<file path="config.mk">
export PLATFORM = sky130hd
export DESIGN_NAME = tile_fetch_sequencer
export DESIGN_NICKNAME = d
export VERILOG_FILES = /design/src/rtl/tile_fetch_sequencer.sv
export SDC_FILE = /design/constraint.sdc
export NUM_CORES = 1
export LEC_CHECK = 0
export BUFFER_PORTS_ARGS = -buffer_cell sky130_fd_sc_hd__clkbuf_2
export CELL_PAD_IN_SITES_DETAIL_PLACEMENT = 1
export CELL_PAD_IN_SITES_GLOBAL_PLACEMENT = 1
export CORE_UTILIZATION = 35
export DETAILED_ROUTE_END_ITERATION = 10
export HOLD_SLACK_MARGIN = 0.1
export PLACE_DENSITY_LB_ADDON = 0.1
export SYNTH_ARGS = -nofsm -noshare
export SYNTH_HDL_FRONTEND = slang
export SYNTH_SLANG_ARGS = --single-unit
</file>
<file path="constraint.sdc">
create_clock -name clock -period 1.6 [get_ports clock]
set_input_delay 0.32 -clock clock [delete_from_list [all_inputs] [get_ports clock]]
set_output_delay 0.32 -clock clock [all_outputs]
set_load 0.03 [all_outputs]
</file>
<file path="src/rtl/tile_fetch_sequencer.sv">
// rtl/tile_fetch_sequencer.sv - fetches tile attributes and graphics rows and stages them for the pixel shift register
module tile_fetch_sequencer #(
  parameter int TILES_PER_LINE = 42,
  parameter int CODE_W = 16,
  parameter int IDX_W = 6
) (
  input  logic              clock,
  input  logic              reset_n,
  input  logic              CE_PIXEL,
  input  logic              line_start,
  input  logic [2:0]        line_row,
  output logic              attr_req,
  output logic [IDX_W-1:0]  attr_index,
  input  logic              attr_ack,
  input  logic [CODE_W-1:0] attr_code,
  input  logic              attr_hflip,
  input  logic              attr_vflip,
  output logic              rom_req,
  output logic [CODE_W+2:0] rom_addr,
  input  logic              rom_ack,
  input  logic [31:0]       rom_data,
  output logic              LOAD,
  output logic [7:0]        byte_1,
  output logic [7:0]        byte_2,
  output logic [7:0]        byte_3,
  output logic [7:0]        byte_4,
  output logic              hflip_sel,
  output logic              line_done,
  output logic              underrun
);

  typedef enum logic [1:0] {S_IDLE, S_ATTR, S_ROM, S_HOLD} state_t;

  localparam logic [IDX_W-1:0] LAST_TILE = IDX_W'(TILES_PER_LINE);

  state_t           state;
  logic [IDX_W-1:0] fetch_idx;
  logic [IDX_W-1:0] load_cnt;
  logic [2:0]       px;
  logic [2:0]       row;
  logic [2:0]       pend_row;
  logic             active;
  logic             staged;
  logic             restart_pending;
  logic             tile_hflip;
  logic             stage_hflip;
  logic [31:0]      stage_data;

  logic             attr_hit;
  logic             rom_hit;
  logic             restart;
  logic             stage_wr;
  logic             load_fire;
  logic             load_empty;
  logic [2:0]       new_row;

  // A restart waits for any outstanding handshake to complete; its data is then dropped.
  assign attr_hit   = attr_req & attr_ack;
  assign rom_hit    = rom_req & rom_ack;
  assign restart    = (line_start | restart_pending) & (~(attr_req | rom_req) | attr_hit | rom_hit);
  assign new_row    = line_start ? line_row : pend_row;
  assign stage_wr   = rom_hit & ~restart;
  assign LOAD       = active & (px == 3'd7);
  assign load_fire  = LOAD & CE_PIXEL;
  assign load_empty = LOAD & ~staged;
  assign byte_1     = load_empty ? 8'h00 : stage_data[7:0];
  assign byte_2     = load_empty ? 8'h00 : stage_data[15:8];
  assign byte_3     = load_empty ? 8'h00 : stage_data[23:16];
  assign byte_4     = load_empty ? 8'h00 : stage_data[31:24];

  // Fetch FSM: attribute request, ROM request, then hold until the stage is consumed.
  always_ff @(posedge clock or negedge reset_n) begin
    if (!reset_n) begin
      state           <= S_IDLE;
      attr_req        <= 1'b0;
      attr_index      <= '0;
      rom_req         <= 1'b0;
      rom_addr        <= '0;
      fetch_idx       <= '0;
      row             <= 3'd0;
      pend_row        <= 3'd0;
      restart_pending <= 1'b0;
      tile_hflip      <= 1'b0;
      stage_hflip     <= 1'b0;
      stage_data      <= 32'h0;
    end else if (restart) begin
      state           <= S_ATTR;
      attr_req        <= 1'b1;
      attr_index      <= '0;
      rom_req         <= 1'b0;
      fetch_idx       <= '0;
      row             <= new_row;
      restart_pending <= 1'b0;
    end else begin
      if (line_start) begin
        restart_pending <= 1'b1;
        pend_row        <= line_row;
      end
      case (state)
        S_ATTR: begin
          if (attr_hit) begin
            attr_req   <= 1'b0;
            rom_req    <= 1'b1;
            tile_hflip <= attr_hflip;
            rom_addr   <= {attr_code, attr_vflip ? ~row : row};
            state      <= S_ROM;
          end
        end
        S_ROM: begin
          if (rom_hit) begin
            rom_req     <= 1'b0;
            stage_data  <= rom_data;
            stage_hflip <= tile_hflip;
            fetch_idx   <= fetch_idx + 1'b1;
            state       <= S_HOLD;
          end
        end
        S_HOLD: begin
          if (!staged) begin
            if (fetch_idx < LAST_TILE) begin
              state      <= S_ATTR;
              attr_req   <= 1'b1;
              attr_index <= fetch_idx;
            end else begin
              state <= S_IDLE;
            end
          end
        end
        default: ;
      endcase
    end
  end

  // Pixel side: pixel phase, load accounting, stage ownership and line completion.
  always_ff @(posedge clock or negedge reset_n) begin
    if (!reset_n) begin
      px        <= 3'd0;
      active    <= 1'b0;
      staged    <= 1'b0;
      load_cnt  <= '0;
      hflip_sel <= 1'b0;
      underrun  <= 1'b0;
      line_done <= 1'b0;
    end else begin
      line_done <= 1'b0;
      if (load_fire) begin
        if (staged) begin
          hflip_sel <= stage_hflip;
        end else begin
          hflip_sel <= 1'b0;
          underrun  <= 1'b1;
        end
      end
      if (restart) begin
        px       <= 3'd7;
        active   <= 1'b1;
        staged   <= 1'b0;
        load_cnt <= '0;
      end else begin
        if (CE_PIXEL && active) px <= px + 3'd1;
        if (stage_wr) staged <= 1'b1;
        else if (load_fire) staged <= 1'b0;
        if (load_fire) begin
          load_cnt <= load_cnt + 1'b1;
          if (load_cnt + 1'b1 == LAST_TILE) begin
            active    <= 1'b0;
            line_done <= 1'b1;
          end
        end
      end
    end
  end

endmodule
</file>
### After elaboration in Yosys (flattened, before gate mapping)

Index checks and enable logic that the tools add are counted.

| cells by class | value |
|---|---|
| bitwise operators | 15 |
| equal/unequal tests | 10 |
| magnitude comparators | 1 |
| add/subtract/negate cells | 3 |
| multiplexer cells | 44 |
| reductions and logical operators | 22 |

Operators with widths:

| cell | number |
|---|---|
| $mux W6 | 9 |
| $mux W8 | 4 |
| $mux W1 | 20 |
| $reduce_bool A2 Y1 | 8 |
| $add A6 B1 Y6 const B | 2 |
| $mux W3 | 4 |
| $ne A3 B3 Y1 const B | 4 |
| $reduce_and A3 Y1 | 4 |
| $reduce_bool A3 Y1 | 3 |
| $mux W2 | 4 |
| $reduce_and A4 Y1 | 2 |
| $and A1 B1 Y1 | 7 |
| $eq A6 B6 Y1 const B | 1 |
| $lt A6 B6 Y1 const B | 1 |
| $pmux W2 S3 | 1 |
| $reduce_and A2 Y1 | 3 |
| $eq A2 B2 Y1 const B | 2 |
| $or A1 B1 Y1 | 4 |
| $pmux W1 S2 | 2 |
| $reduce_bool A4 Y1 | 1 |
| $add A3 B1 Y3 const B | 1 |
| $eq A3 B3 Y1 const B | 1 |
| $not A1 Y1 | 3 |
| $not A3 Y3 | 1 |
| 3 further kinds | 3 |

| storage, ports and cells | value |
|---|---|
| input bits | 59 |
| word-level logic and storage cells | 114 |
| register bits after elaboration | 90 |

### Depth between registers and ports, before layout

| depth | value |
|---|---|
| depth in word-level cells | 9 |
| gate-level depth with buffers | 7 |
| depth with buffers taken out | 6 |

### Worst setup path after synthesis

Ideal clock, no wire load.

| path | value |
|---|---|
| kind | flip-flop to output port |
| start | reg px[0] |
| end | out byte_1[0] |
| arrival | 1.688 ns |
| path slack | -0.408 ns |
| required time | 1.280 ns |
| buffers on the path | 1 |
| stages on the path, launching flop included | 7 |
| cells stage by stage | dfrtp_1 ha_1 ha_1 and2_1 nand2b_1 clkbuf_1 and2_1 |

| on the way | value |
|---|---|
| cells in the longest elaborated chain, start to end | 4 |

RTL lines:

| element | RTL line | text |
|---|---|---|
| start: declaration | 39 | `logic [2:0] px;` |
| start signal: assignment | 160 | `if (CE_PIXEL && active) px <= px + 3'd1;` |
| $eq A3 B3 Y1 | 63 | `assign LOAD = active & (px == 3'd7);` |
| $and A1 B1 Y1 | 63 |  |
| named net LOAD | 22 | `output logic LOAD,` |
| $and A1 B1 Y1 | 65 | `assign load_empty = LOAD & ~staged;` |
| $mux W8 | 66 | `assign byte_1 = load_empty ? 8'h00 : stage_data[7:0];` |
| end: declaration | 23 | `output logic [7:0] byte_1,` |

The timed path passes the listed nets, and every way through them passes these cells.

### Worst setup path in the final report

| path | value |
|---|---|
| start | reg px[1] |
| end | out byte_4[7] |

| on the way | value |
|---|---|
| cells in the longest elaborated chain, start to end | 4 |

RTL lines:

| element | RTL line | text |
|---|---|---|
| $eq A3 B3 Y1 | 63 |  |
| $and A1 B1 Y1 | 63 |  |
| $and A1 B1 Y1 | 65 |  |
| $mux W8 | 69 | `assign byte_4 = load_empty ? 8'h00 : stage_data[31:24];` |
| end: declaration | 26 | `output logic [7:0] byte_4,` |

No other way between the ends.

==> run summary <==
- **CP Launch Type** flip-flop
- **initial antenna violation count** 0
- **clock power share** 19.5%
- **Slew headroom** 74.1%
- **largest net degree at the start of global routing** 34
- **H-tree Lvls** 3
- **post-route cell area** 0.00628 mm²
- **sequential-to-total area share from yosys stat** 54.7%
- **overall global routing resource usage** 19.7%
- **reported max-cap violation count** 0
- **storage element area** 0.00226 mm²
- **starting DRC count in detailed routing** 136
- **DP HPWL** 8.26 mm
- **clock transition time at the flip-flop clock pins of the worst setup and hold paths** 0.06 ns
- **# DRC** 0
- **maximum fanout encountered on the critical timing path** 13
- **Port-buffer cells** 121
- **clock buffer count from CTS** 9
- **Die Width** 110 µm
- **growth of design area from synthesis to finish** 52.5%
- **placer's final routability congestion estimate** 0.764
- **path depth of the worst reg2reg path** 5
- **first-pass iteration count of the detailed router** 4
- **clock tree sinks** 90
- **leading register cell type out of synthesis** dfrtp_1
- **worst setup path category** flip-flop to primary output
- **fraction of layout instances using a drive strength above 1** 48.2%
- **post-synthesis area per instance** 10.2 µm²
- **share of synthesized flip-flops with an asynchronous set or reset** 100%
- **Logic pwr share** 48.3%
- **die area** 0.0122 mm²
- **count of mapped cells out of synthesis** 405
- **class of the most critical hold timing path** input pin to flip-flop
- **num ports** 122
- **#FFs+latches synth** 90
- **Power Total** 10.3 mW
- **netlist area before placement** 0.00412 mm²
- **reg2reg start** attr_req
- **DR WL/cell** 16.1 µm
- **Sw Ratio** 36.6%
- **wire length reported by the detailed router** 11.7 mm
- **Hold WS** 0.177 ns
- **Bufs on Longest Clock Path** 2
- **number of vias per cell** 4.89
- **period utilisation layout** 131%
- **source-to-sink clock delay at the later pin of the worst-skew pair** 0.34 ns
- **most frequent cells in the layout** nand2_1 (119), clkbuf_2 (87), dfrtp_1 (86)
- **first-pass GRT wire length** 19.0 mm
- **via count of the first global-routing pass** 3782
- **critical path endpoint category** primary output
- **Sum Neg Setup Slack** -15.22 ns
- **RSZ-0062 raised after global routing** true
- **total area of multi-input combinational cells** 0.00201 mm²
- **Core Box Area** 0.0114 mm²
- **Post-Route Skew** 0.00579 ns
- **CP arrival** 1.77 ns
- **Cells on Worst Hold Path** 3
- **data required time of the critical path** 1.28 ns
- **Area after DPL** 0.00538 mm²
- **total gr overflow** 0
- **Worst Hold End** stage_data[17]
- **Max VDD drop** 814 µV
- **initial standard-cell utilization of the core** 36.0%
- **power spent charging and discharging nets** 3.79 mW
- **number of filler cells placed in the layout** 1259
- **internal power** 6.56 mW
- **Die Height** 110 µm
- **routed vias** 3539
- **number of flops mapped to enable cells by yosys** 0
- **final setup fails** 50
- **Layout Nets** 642
- **Final Hold Vio Count** 0
- **count of synthesis-stage warnings from yosys** 0
- **count of standard-cell rows** 39
- **min Tclk post-route** 2.09 ns
- **relative contribution of sequential cells to total power** 32.2%
- **CTS root buffer** clkbuf_16
- **hold path start** rom_data[17]
- **violated checks** negative setup slack
- **synth unique cells** 44
- **most common library cell in the layout ignoring fill and taps** nand2_1
- **max-slew violations** 0
- **worst path setup slack after routing** -0.491 ns
- **antenna-violating nets left** 0
- **FF-to-FF setup slack** -0.03 ns
- **total power divided by cell area** 1650 mW/mm²
- **clock tree from TritonCTS** done
- **antenna diode count** 0
- **status** complete, but fails checks
- **Slew @ Worst Pin** 0.387 ns
- **fin util** 55.0%
- **net count of the mapped netlist** 469
- **reg-to-reg endpoint** rom_addr[12]
- **max frequency** 478 MHz
- **Leak** 3.24 nW
state kept, by name (all words and copies together), names as in the netlist, 2 cells and up:
register    count
stage_data     32
fetch_idx       6
state           2
px              3
load_cnt        6
pend_row        3
rom_addr       19
row             3
attr_index      6
kinds of logic (layout without fill, tap and decap cells):
family	after synthesis	after routing	synth area share (%)
buffers and inverters	25	201	2.86
AND/OR/NAND/NOR	202	202	22.5
adder cells (fa/ha/maj)	5	5	1.52
multiplexers	28	28	9.24
flip-flops	90	90	54.7
XOR/XNOR	10	10	2.13
AO/OA/AOI/OAI	45	45	7.02
Yosys cell counts (3+ instances only):
cell type	number	area share (%)
nand2_1	123	11
dfrtp_1	90	55
and2_1	34	5.2
mux2_4	19	6.9
nand3_1	14	1.7
nor2_1	13	1.2
o21ai_0	12	1.5
clkbuf_1	11	1.0
a21oi_1	10	1.2
xor2_1	8	1.7
buf_2	7	0.85
a31oi_1	5	0.76
ha_1	5	1.5
mux2i_1	5	1.2
inv_1	4	0.36
mux2_2	4	1.1
and3_1	3	0.46
nor3_1	3	0.36
or3_1	3	0.46
per-stage QoR:
step           setup slack (ns)  instances
2_1_floorplan           -0.0533        405
3_3_place_gp             -0.155        699
3_5_place_dp             -0.174        699
4_1_cts                  -0.501        720
5_1_grt                  -0.537        724
6_report                 -0.491        724
repair_timing:
item	CTS	global route
resized for setup	85	57
pin swaps	5	11
setup endpoints to repair	47	97
gates cloned	1	0
setup buffers	5	6
endpoints found under the hold margin	17	0
hold buffers	1	0
worst max-delay path by stage:
| stage | from | end | slack, ns | cells after the start |
|---|---|---|---|---|
| 6_report | px[1] | byte_4[7] | -0.49 | 7 |
| 3_5_place_dp | px[1] | byte_1[7] | -0.17 | 7 |
| 2_1_floorplan | attr_req | pend_row[0] | -0.05 | 5 |
| 4_1_cts | px[1] | byte_4[7] | -0.50 | 7 |
| 5_1_grt | px[1] | byte_4[7] | -0.54 | 7 |
| 3_3_place_gp | load_cnt[0] | active | -0.15 | 6 |
power groups by stage:
stage | clock network, mW | logic (mW) | registers (mW)
4_1_cts | 2.08 | 4.76 | 3.32
6_report | 2.02 | 4.99 | 3.33
3_3_place_gp | 0 | 4.12 | 3.31
2_1_floorplan | 0 | 2.26 | 3.86
3_5_place_dp | 0 | 4.25 | 3.35
5_1_grt | 2.17 | 5.33 | 3.41
critical path, cell delays in order, from the launching register on:
cell      delay (ns)
dfrtp_1         0.39
ha_2            0.20
ha_4            0.16
and2_4          0.14
nand2b_4        0.10
buf_12          0.14
and2_4          0.15
clkbuf_8        0.15
layout make-up:
| class | count | area share [%] |
|---|---|---|
| clock buffers | 10 | 3.65 |
| repair buffers | 182 | 24.5 |
| flip-flops and latches | 90 | 36.0 |
| clock inverters | 4 | 0.718 |
| multi-input cells | 290 | 32.0 |
| inverters | 5 | 0.299 |
| well taps | 143 | 2.85 |
layer usage:
layer,up-vias,global-route usage (%),routed length (µm)
met2,73,33.2,5890
li1,1688,-,-
met1,1764,25.1,5210
met3,14,2.96,330
met4,0,8.36,241
met5,-,0,0
(Power assumes the default switching activity.)
